**config.mk**
```make
export PLATFORM = sky130hd
export DESIGN_NAME = seq_alu_flat
export DESIGN_NICKNAME = d
export VERILOG_FILES = /design/src/rtl/seq_alu_if.sv /design/src/rtl/seq_alu.sv /design/src/flat_wrapper.sv
export SDC_FILE = /design/constraint.sdc
export NUM_CORES = 1
export LEC_CHECK = 0
export CAP_MARGIN = 20
export CORE_MARGIN = 2
export CORE_UTILIZATION = 35
export DETAILED_ROUTE_END_ITERATION = 10
export SLEW_MARGIN = 20
export SYNTH_ARGS = -nofsm -noshare
export SYNTH_HDL_FRONTEND = slang
export SYNTH_SLANG_ARGS = --single-unit
```
**constraint.sdc**
```tcl
create_clock -name clk -period 3.4 [get_ports clk]
set_clock_uncertainty 0.05 [all_clocks]
set_input_delay 1.02 -clock clk [delete_from_list [all_inputs] [get_ports clk]]
set_output_delay 1.02 -clock clk [all_outputs]
set_load 0.02 [all_outputs]
```
**src/rtl/seq_alu_if.sv**
```systemverilog
// Operand/result bundle between the CPU control path and seq_alu.
// The master side issues requests; the slave side (the ALU) returns status and result.
interface seq_alu_if #(
    parameter int WIDTH = 32
);
    logic             start;
    logic [3:0]       op_code;
    logic [WIDTH-1:0] a;
    logic [WIDTH-1:0] b;
    logic             busy;
    logic             done;
    logic [WIDTH-1:0] out;
    logic             zero;
    logic             overflow;

    modport master (
        output start, op_code, a, b,
        input  busy, done, out, zero, overflow
    );

    modport slave (
        input  start, op_code, a, b,
        output busy, done, out, zero, overflow
    );
endinterface

```
**src/rtl/seq_alu.sv**
```systemverilog
// Multicycle ALU: single-cycle logic/arith ops, bit-serial shifts and shift-add multiply.
// Result and flags are registered on entry to DONE and held until the next completion.
module seq_alu #(
    parameter int WIDTH = 32
) (
    input logic      clk,
    input logic      rst_n,
    seq_alu_if.slave bus
);
    localparam int SHAMT_W = $clog2(WIDTH);
    localparam int CNT_W   = SHAMT_W + 1;

    localparam logic [1:0] S_IDLE = 2'd0;
    localparam logic [1:0] S_RUN  = 2'd1;
    localparam logic [1:0] S_DONE = 2'd2;

    localparam logic [3:0] OP_MOV = 4'b0000;
    localparam logic [3:0] OP_NOT = 4'b0001;
    localparam logic [3:0] OP_ADD = 4'b0010;
    localparam logic [3:0] OP_SUB = 4'b0011;
    localparam logic [3:0] OP_OR  = 4'b0100;
    localparam logic [3:0] OP_AND = 4'b0101;
    localparam logic [3:0] OP_SLT = 4'b0110;
    localparam logic [3:0] OP_SLL = 4'b0111;
    localparam logic [3:0] OP_SRL = 4'b1000;
    localparam logic [3:0] OP_SRA = 4'b1001;
    localparam logic [3:0] OP_MUL = 4'b1010;
    localparam logic [3:0] OP_XOR = 4'b1011;

    logic [1:0]       state;
    logic [3:0]       op_r;
    logic [WIDTH-1:0] work;
    logic [WIDTH-1:0] mplr;
    logic [WIDTH-1:0] acc;
    logic [CNT_W-1:0] cnt;
    logic [WIDTH-1:0] out_r;
    logic             zero_r;
    logic             ovf_r;

    logic [SHAMT_W-1:0] shamt;
    logic [WIDTH-1:0]   sum;
    logic [WIDTH-1:0]   diff;
    logic [WIDTH-1:0]   sc_res;
    logic               sc_ovf;
    logic               iter_op;
    logic [WIDTH-1:0]   step_work;
    logic [WIDTH-1:0]   acc_next;
    logic [WIDTH-1:0]   run_res;

    // Result for ops that finish on the accepting edge, computed from live inputs.
    always_comb begin
        shamt   = bus.b[SHAMT_W-1:0];
        sum     = bus.a + bus.b;
        diff    = bus.a - bus.b;
        sc_res  = '0;
        sc_ovf  = 1'b0;
        iter_op = 1'b0;
        case (bus.op_code)
            OP_MOV: sc_res = bus.a;
            OP_NOT: sc_res = ~bus.a;
            OP_ADD: begin
                sc_res = sum;
                sc_ovf = (bus.a[WIDTH-1] == bus.b[WIDTH-1]) && (sum[WIDTH-1] != bus.a[WIDTH-1]);
            end
            OP_SUB: begin
                sc_res = diff;
                sc_ovf = (bus.a[WIDTH-1] != bus.b[WIDTH-1]) && (diff[WIDTH-1] != bus.a[WIDTH-1]);
            end
            OP_OR:  sc_res = bus.a | bus.b;
            OP_AND: sc_res = bus.a & bus.b;
            OP_SLT: sc_res = {{(WIDTH-1){1'b0}}, (bus.a < bus.b)};
            OP_XOR: sc_res = bus.a ^ bus.b;
            OP_SLL, OP_SRL, OP_SRA: begin
                // A zero shift amount completes immediately with the operand unchanged.
                sc_res  = bus.a;
                iter_op = (shamt != '0);
            end
            OP_MUL: iter_op = 1'b1;
            default: sc_res = '0;
        endcase
    end

    always_comb begin
        step_work = work;
        case (op_r)
            OP_SLL, OP_MUL: step_work = work << 1;
            OP_SRL:         step_work = work >> 1;
            OP_SRA:         step_work = {work[WIDTH-1], work[WIDTH-1:1]};
            default:        step_work = work;
        endcase
        acc_next = mplr[0] ? (acc + work) : acc;
        run_res  = (op_r == OP_MUL) ? acc_next : step_work;
    end

    always_ff @(posedge clk or negedge rst_n) begin
        if (!rst_n) begin
            state  <= S_IDLE;
            op_r   <= '0;
            work   <= '0;
            mplr   <= '0;
            acc    <= '0;
            cnt    <= '0;
            out_r  <= '0;
            zero_r <= 1'b1;
            ovf_r  <= 1'b0;
        end else begin
            case (state)
                S_IDLE, S_DONE: begin
                    if (bus.start) begin
                        op_r <= bus.op_code;
                        work <= bus.a;
                        mplr <= bus.b;
                        acc  <= '0;
                        if (iter_op) begin
                            state <= S_RUN;
                            cnt   <= (bus.op_code == OP_MUL) ? CNT_W'(WIDTH) : {1'b0, shamt};
                        end else begin
                            state  <= S_DONE;
                            out_r  <= sc_res;
                            zero_r <= (sc_res == '0);
                            ovf_r  <= sc_ovf;
                        end
                    end else begin
                        state <= S_IDLE;
                    end
                end
                S_RUN: begin
                    work <= step_work;
                    mplr <= mplr >> 1;
                    acc  <= acc_next;
                    cnt  <= cnt - CNT_W'(1);
                    if (cnt == CNT_W'(1)) begin
                        state  <= S_DONE;
                        out_r  <= run_res;
                        zero_r <= (run_res == '0);
                        ovf_r  <= 1'b0;
                    end
                end
                default: state <= S_IDLE;
            endcase
        end
    end

    assign bus.busy     = (state == S_RUN);
    assign bus.done     = (state == S_DONE);
    assign bus.out      = out_r;
    assign bus.zero     = zero_r;
    assign bus.overflow = ovf_r;
endmodule

```
**src/flat_wrapper.sv**
```systemverilog
// flat-port wrapper written by rule: the top's interface ports become plain ports
module seq_alu_flat 
#(
    parameter int WIDTH = 32
)
  (clk, rst_n, bus_start, bus_op_code, bus_a, bus_b, bus_busy, bus_done, bus_out, bus_zero, bus_overflow);
  seq_alu_if #(.WIDTH(WIDTH)) bus_i ();
  input logic clk;
  input logic rst_n;
  input wire logic [$bits(bus_i.start)-1:0] bus_start;
  input wire logic [$bits(bus_i.op_code)-1:0] bus_op_code;
  input wire logic [$bits(bus_i.a)-1:0] bus_a;
  input wire logic [$bits(bus_i.b)-1:0] bus_b;
  output wire logic [$bits(bus_i.busy)-1:0] bus_busy;
  output wire logic [$bits(bus_i.done)-1:0] bus_done;
  output wire logic [$bits(bus_i.out)-1:0] bus_out;
  output wire logic [$bits(bus_i.zero)-1:0] bus_zero;
  output wire logic [$bits(bus_i.overflow)-1:0] bus_overflow;
  assign bus_i.start = bus_start;
  assign bus_i.op_code = bus_op_code;
  assign bus_i.a = bus_a;
  assign bus_i.b = bus_b;
  assign bus_busy = bus_i.busy;
  assign bus_done = bus_i.done;
  assign bus_out = bus_i.out;
  assign bus_zero = bus_i.zero;
  assign bus_overflow = bus_i.overflow;
  seq_alu #(.WIDTH(WIDTH)) u_core (.clk(clk), .rst_n(rst_n), .bus(bus_i));
endmodule
```
==> reports/summary.txt <==
Fin crit share - 119%
Leakage - 0.0112 uW
Root Driver - clkbuf_16
Pin count of the biggest net entering global routing - 72
Cells after DPL - 3,296
Die area - 46,100 um^2
CP startpoint kind - input port
Sequential fraction of design power - 22.2%
DR DRC count - 0
Clock Path Buffers - 2
Clk_lat worst skew - 0.48 ns
I/O Pins - 107
Die X - 215 um
Main combinational cell family by area after synthesis - compound AO/OA/AOI/OAI gates
Final Hold Vio Count - 0
Post-synth cell types - 99
Die Ht - 215 um
Final Util - 54.8%
Max cap viols - 0
Number of routed nets with antenna violations - 0
Worst-margin pin slew - 0.908 ns
Wire per inst - 21.4 um
Synth Area in XOR/XNOR - 2.20%
P&R area growth vs syn - 55.2%
# setup viols final - 16
Fmax - 247 MHz
Seq/Total Area, Yosys - 22.9%
N_diodes - 0
Ys Warns - 0
Multiplexer share of the synthesized area - 2.03%
First-pass DRT Iterations - 8
Number of nets in the layout - 2,987
Dpl ws - -1.99 ns
Pwr/cell area - 616 nW/um^2
Maximum vdd drop - 383 uV
GPL Wtd Cong - 0.984
Number of global-route vias before repair - 19,100
First-pass GRT wire length - 111,000 um
Internal power - 7910 uW
Asr flop ratio synth - 100%
Overall routing resource usage - 31.0%
Setup Total Neg Slack - -4.61 ns
PortBufs - 106
Minimum clock period - 4.06 ns
Routed wire length - 72,400 um
FF+latch count, synth - 142
Total power - 14,900 uW
Worst Path Max Fanout - 3
Net count after synthesis - 2,331
Syn Area/Cell - 7.34 um^2
DR vias/cell - 5.73
WP data arrival - 4.39 ns
Synth Flop Type - dfrtp_1
CP Capture Type - flop
Compound-Gate Fraction of Synth Area - 32.2%
Clock sinks - 142
Clock Pin Slew Worst Setup and Hold Paths - 0.07 ns
Outcome - complete, but fails checks
CP Class - input port to flop
Final Worst Setup Slack - -0.655 ns
Worst hold path class - input port to asynchronous set/reset pin
Required time worst endpoint - 3.73 ns
R2r setup slk - -0.39 ns
Row count - 77
Failing checks - setup timing
Number of clock buffers inserted by TritonCTS - 17
Post-Synth Simple-Gate Area - 22.5%
RSZ-0062 raised after global routing - yes
CTS Hold Buffers Added - 0
Post-Synthesis Cells - 2,118
Synth Area in Adders - 11.6%
Post-DP HPWL - 56,000 um
Max-slew violation count - 0
Most frequent cells in the layout - 636 x buf_4, 318 x nand2_1, 166 x nor2_1
Core area - 44,000 um^2
Vias - 19,400
CTS tree - built
Total grt overflow - 0
Leading cell type in the layout, fill and taps excluded - buf_4
Number of synthesized flops with an enable pin - 0
Antenna violations before repair - 0
Layout cells sized above 1 - 36.8%
CTS H-tree lvls - 4
Clock share of power - 13.1%
Comb pwr share - 64.7%
Relative slew slack - 39.5%
Initial Util - 35.3%
Non-Filler Instances - 3,379
Switching share of total power - 46.7%
Iteration-0 DRC Markers - 1,590
NetSw - 6950 uW
Mapped cell area - 15,500 um^2
-- critical path, cell delays in order --
cell and delay, ns:
buf_12 0.10, buf_6 0.10, ha_4 0.12, inv_2 0.03, fa_2 0.36, buf_4 0.15
nand2_1 0.05, o21ai_0 0.09, or4_4 0.54, or3_4 0.39, nor4_4 0.28, and3_1 0.23
and4_1 0.20, nand4_1 0.15, nor4_2 0.32, a32oi_1 0.14, o31ai_1 0.11
-- sequential cells by signal, indices dropped and copies added, names as in the netlist --
name	count
u_core.state	2
u_core.mplr	32
u_core.op_r	4
u_core.work	32
u_core.bus.out	32
u_core.bus.zero	1
u_core.bus.overflow	1
u_core.acc	32
u_core.cnt	6
-- power groups by stage --
stage / clock network [uW] / logic [uW] / registers (uW)
after floorplan: 0 / 4830 / 3240
after global placement: 0 / 8780 / 3250
after detailed placement: 0 / 8890 / 3280
after CTS: 2000 / 9280 / 3260
after global routing: 2050 / 10500 / 3380
final: 1950 / 9610 / 3290
-- worst paths after layout --
path                                     start               to  cells after the start
worst max register to register  u_core.work[0]  u_core.bus.zero                     15
worst min-delay path                     rst_n   u_core.mplr[6]                      1
max in group asynchronous                rst_n  u_core.bus.zero                      2
min in group clk                u_core.mplr[1]   u_core.mplr[1]                      2
worst max-delay path                  bus_a[0]  u_core.bus.zero                     17
worst min register to register  u_core.mplr[1]   u_core.mplr[1]                      2
-- what timing repair did --
item                                    4_1_cts  5_1_grt
endpoints found under the setup margin       27       30
pin swaps                                    83       58
resized for setup                           388      105
setup buffers                                42       14
-- per-layer routing --
layer | wire length, um | track usage (%) | share of wire (%)
met1 | 31800 | 41.9 | 44
met2 | 33200 | 50.3 | 46
met3 | 4950 | 4.32 | 6.8
met4 | 2390 | 11.6 | 3.3
met5 | 0 | 0 | 0
-- cell type report --
| type | count | area [um^2] |
|---|---|---|
| clock buffers | 21 | 450 |
| clock inverters | 11 | 123 |
| multi-input cells | 1719 | 12500 |
| fillers | 4205 | 19900 |
| flip-flops and latches | 142 | 3550 |
| inverters | 109 | 437 |
| repair buffers | 785 | 6330 |
| well taps | 592 | 741 |
-- cells in the mapped netlist, types with 6 or more instances --
| master | number | share of area [%] |
|---|---|---|
| o31ai_1 | 28 | 1.4 |
| a211oi_1 | 22 | 1.1 |
| clkbuf_1 | 94 | 2.3 |
| and2_1 | 13 | 0.52 |
| or3_1 | 7 | 0.28 |
| inv_1 | 108 | 2.6 |
| o2111ai_1 | 6 | 0.34 |
| o21a_1 | 10 | 0.48 |
| and3_1 | 15 | 0.60 |
| dfrtp_1 | 141 | 23 |
| nand2b_1 | 19 | 0.76 |
| a221oi_1 | 14 | 0.79 |
| or4_1 | 7 | 0.34 |
| xnor2_1 | 26 | 1.5 |
| o21bai_1 | 21 | 1.0 |
| buf_2 | 28 | 0.90 |
| ha_1 | 139 | 11 |
| buf_1 | 19 | 0.46 |
| nor3b_1 | 7 | 0.34 |
| a21oi_1 | 165 | 5.3 |
| o22ai_1 | 11 | 0.44 |
| a22oi_1 | 58 | 2.8 |
| a211o_1 | 8 | 0.45 |
| o21ai_1 | 6 | 0.19 |
| nor2b_1 | 22 | 0.89 |
| a221o_1 | 13 | 0.84 |
| a21o_1 | 32 | 1.5 |
| o21ai_0 | 155 | 5.0 |
| xor2_1 | 13 | 0.73 |
| nor2_1 | 188 | 4.5 |
| a41oi_1 | 6 | 0.34 |
| a31oi_1 | 41 | 1.7 |
| o211ai_1 | 22 | 1.1 |
| a22o_1 | 18 | 1.0 |
| nand4_1 | 20 | 0.81 |
| a222oi_1 | 6 | 0.39 |
| mux2i_1 | 27 | 1.7 |
| o221ai_1 | 14 | 0.79 |
| nand2_1 | 327 | 7.9 |
| nor4_1 | 20 | 0.81 |
| nand3_1 | 65 | 2.1 |
| nor3_1 | 31 | 1.0 |
| a32oi_1 | 6 | 0.34 |
-- logic make-up (layout without fill, tap and decap cells) --
family                     count (synthesis)  count (layout)
DFF                                      142             142
adders and majority gates                142             142
AOI/OAI and AO/OA                        737             737
buffers and inverters                    257             926
xor gates and xnor gates                  39              39
muxes                                     31              31
and+or+nand+nor                          770             770
-- metrics by stage --
stage	hold WS, ns	instance area (um^2)
global route	0.381	24100
finish	0.368	24100
detailed placement	0.417	21700
global placement	0.411	21700
floorplan	0.396	15700
CTS	0.356	23700
Power figures use the tool's default switching activity.
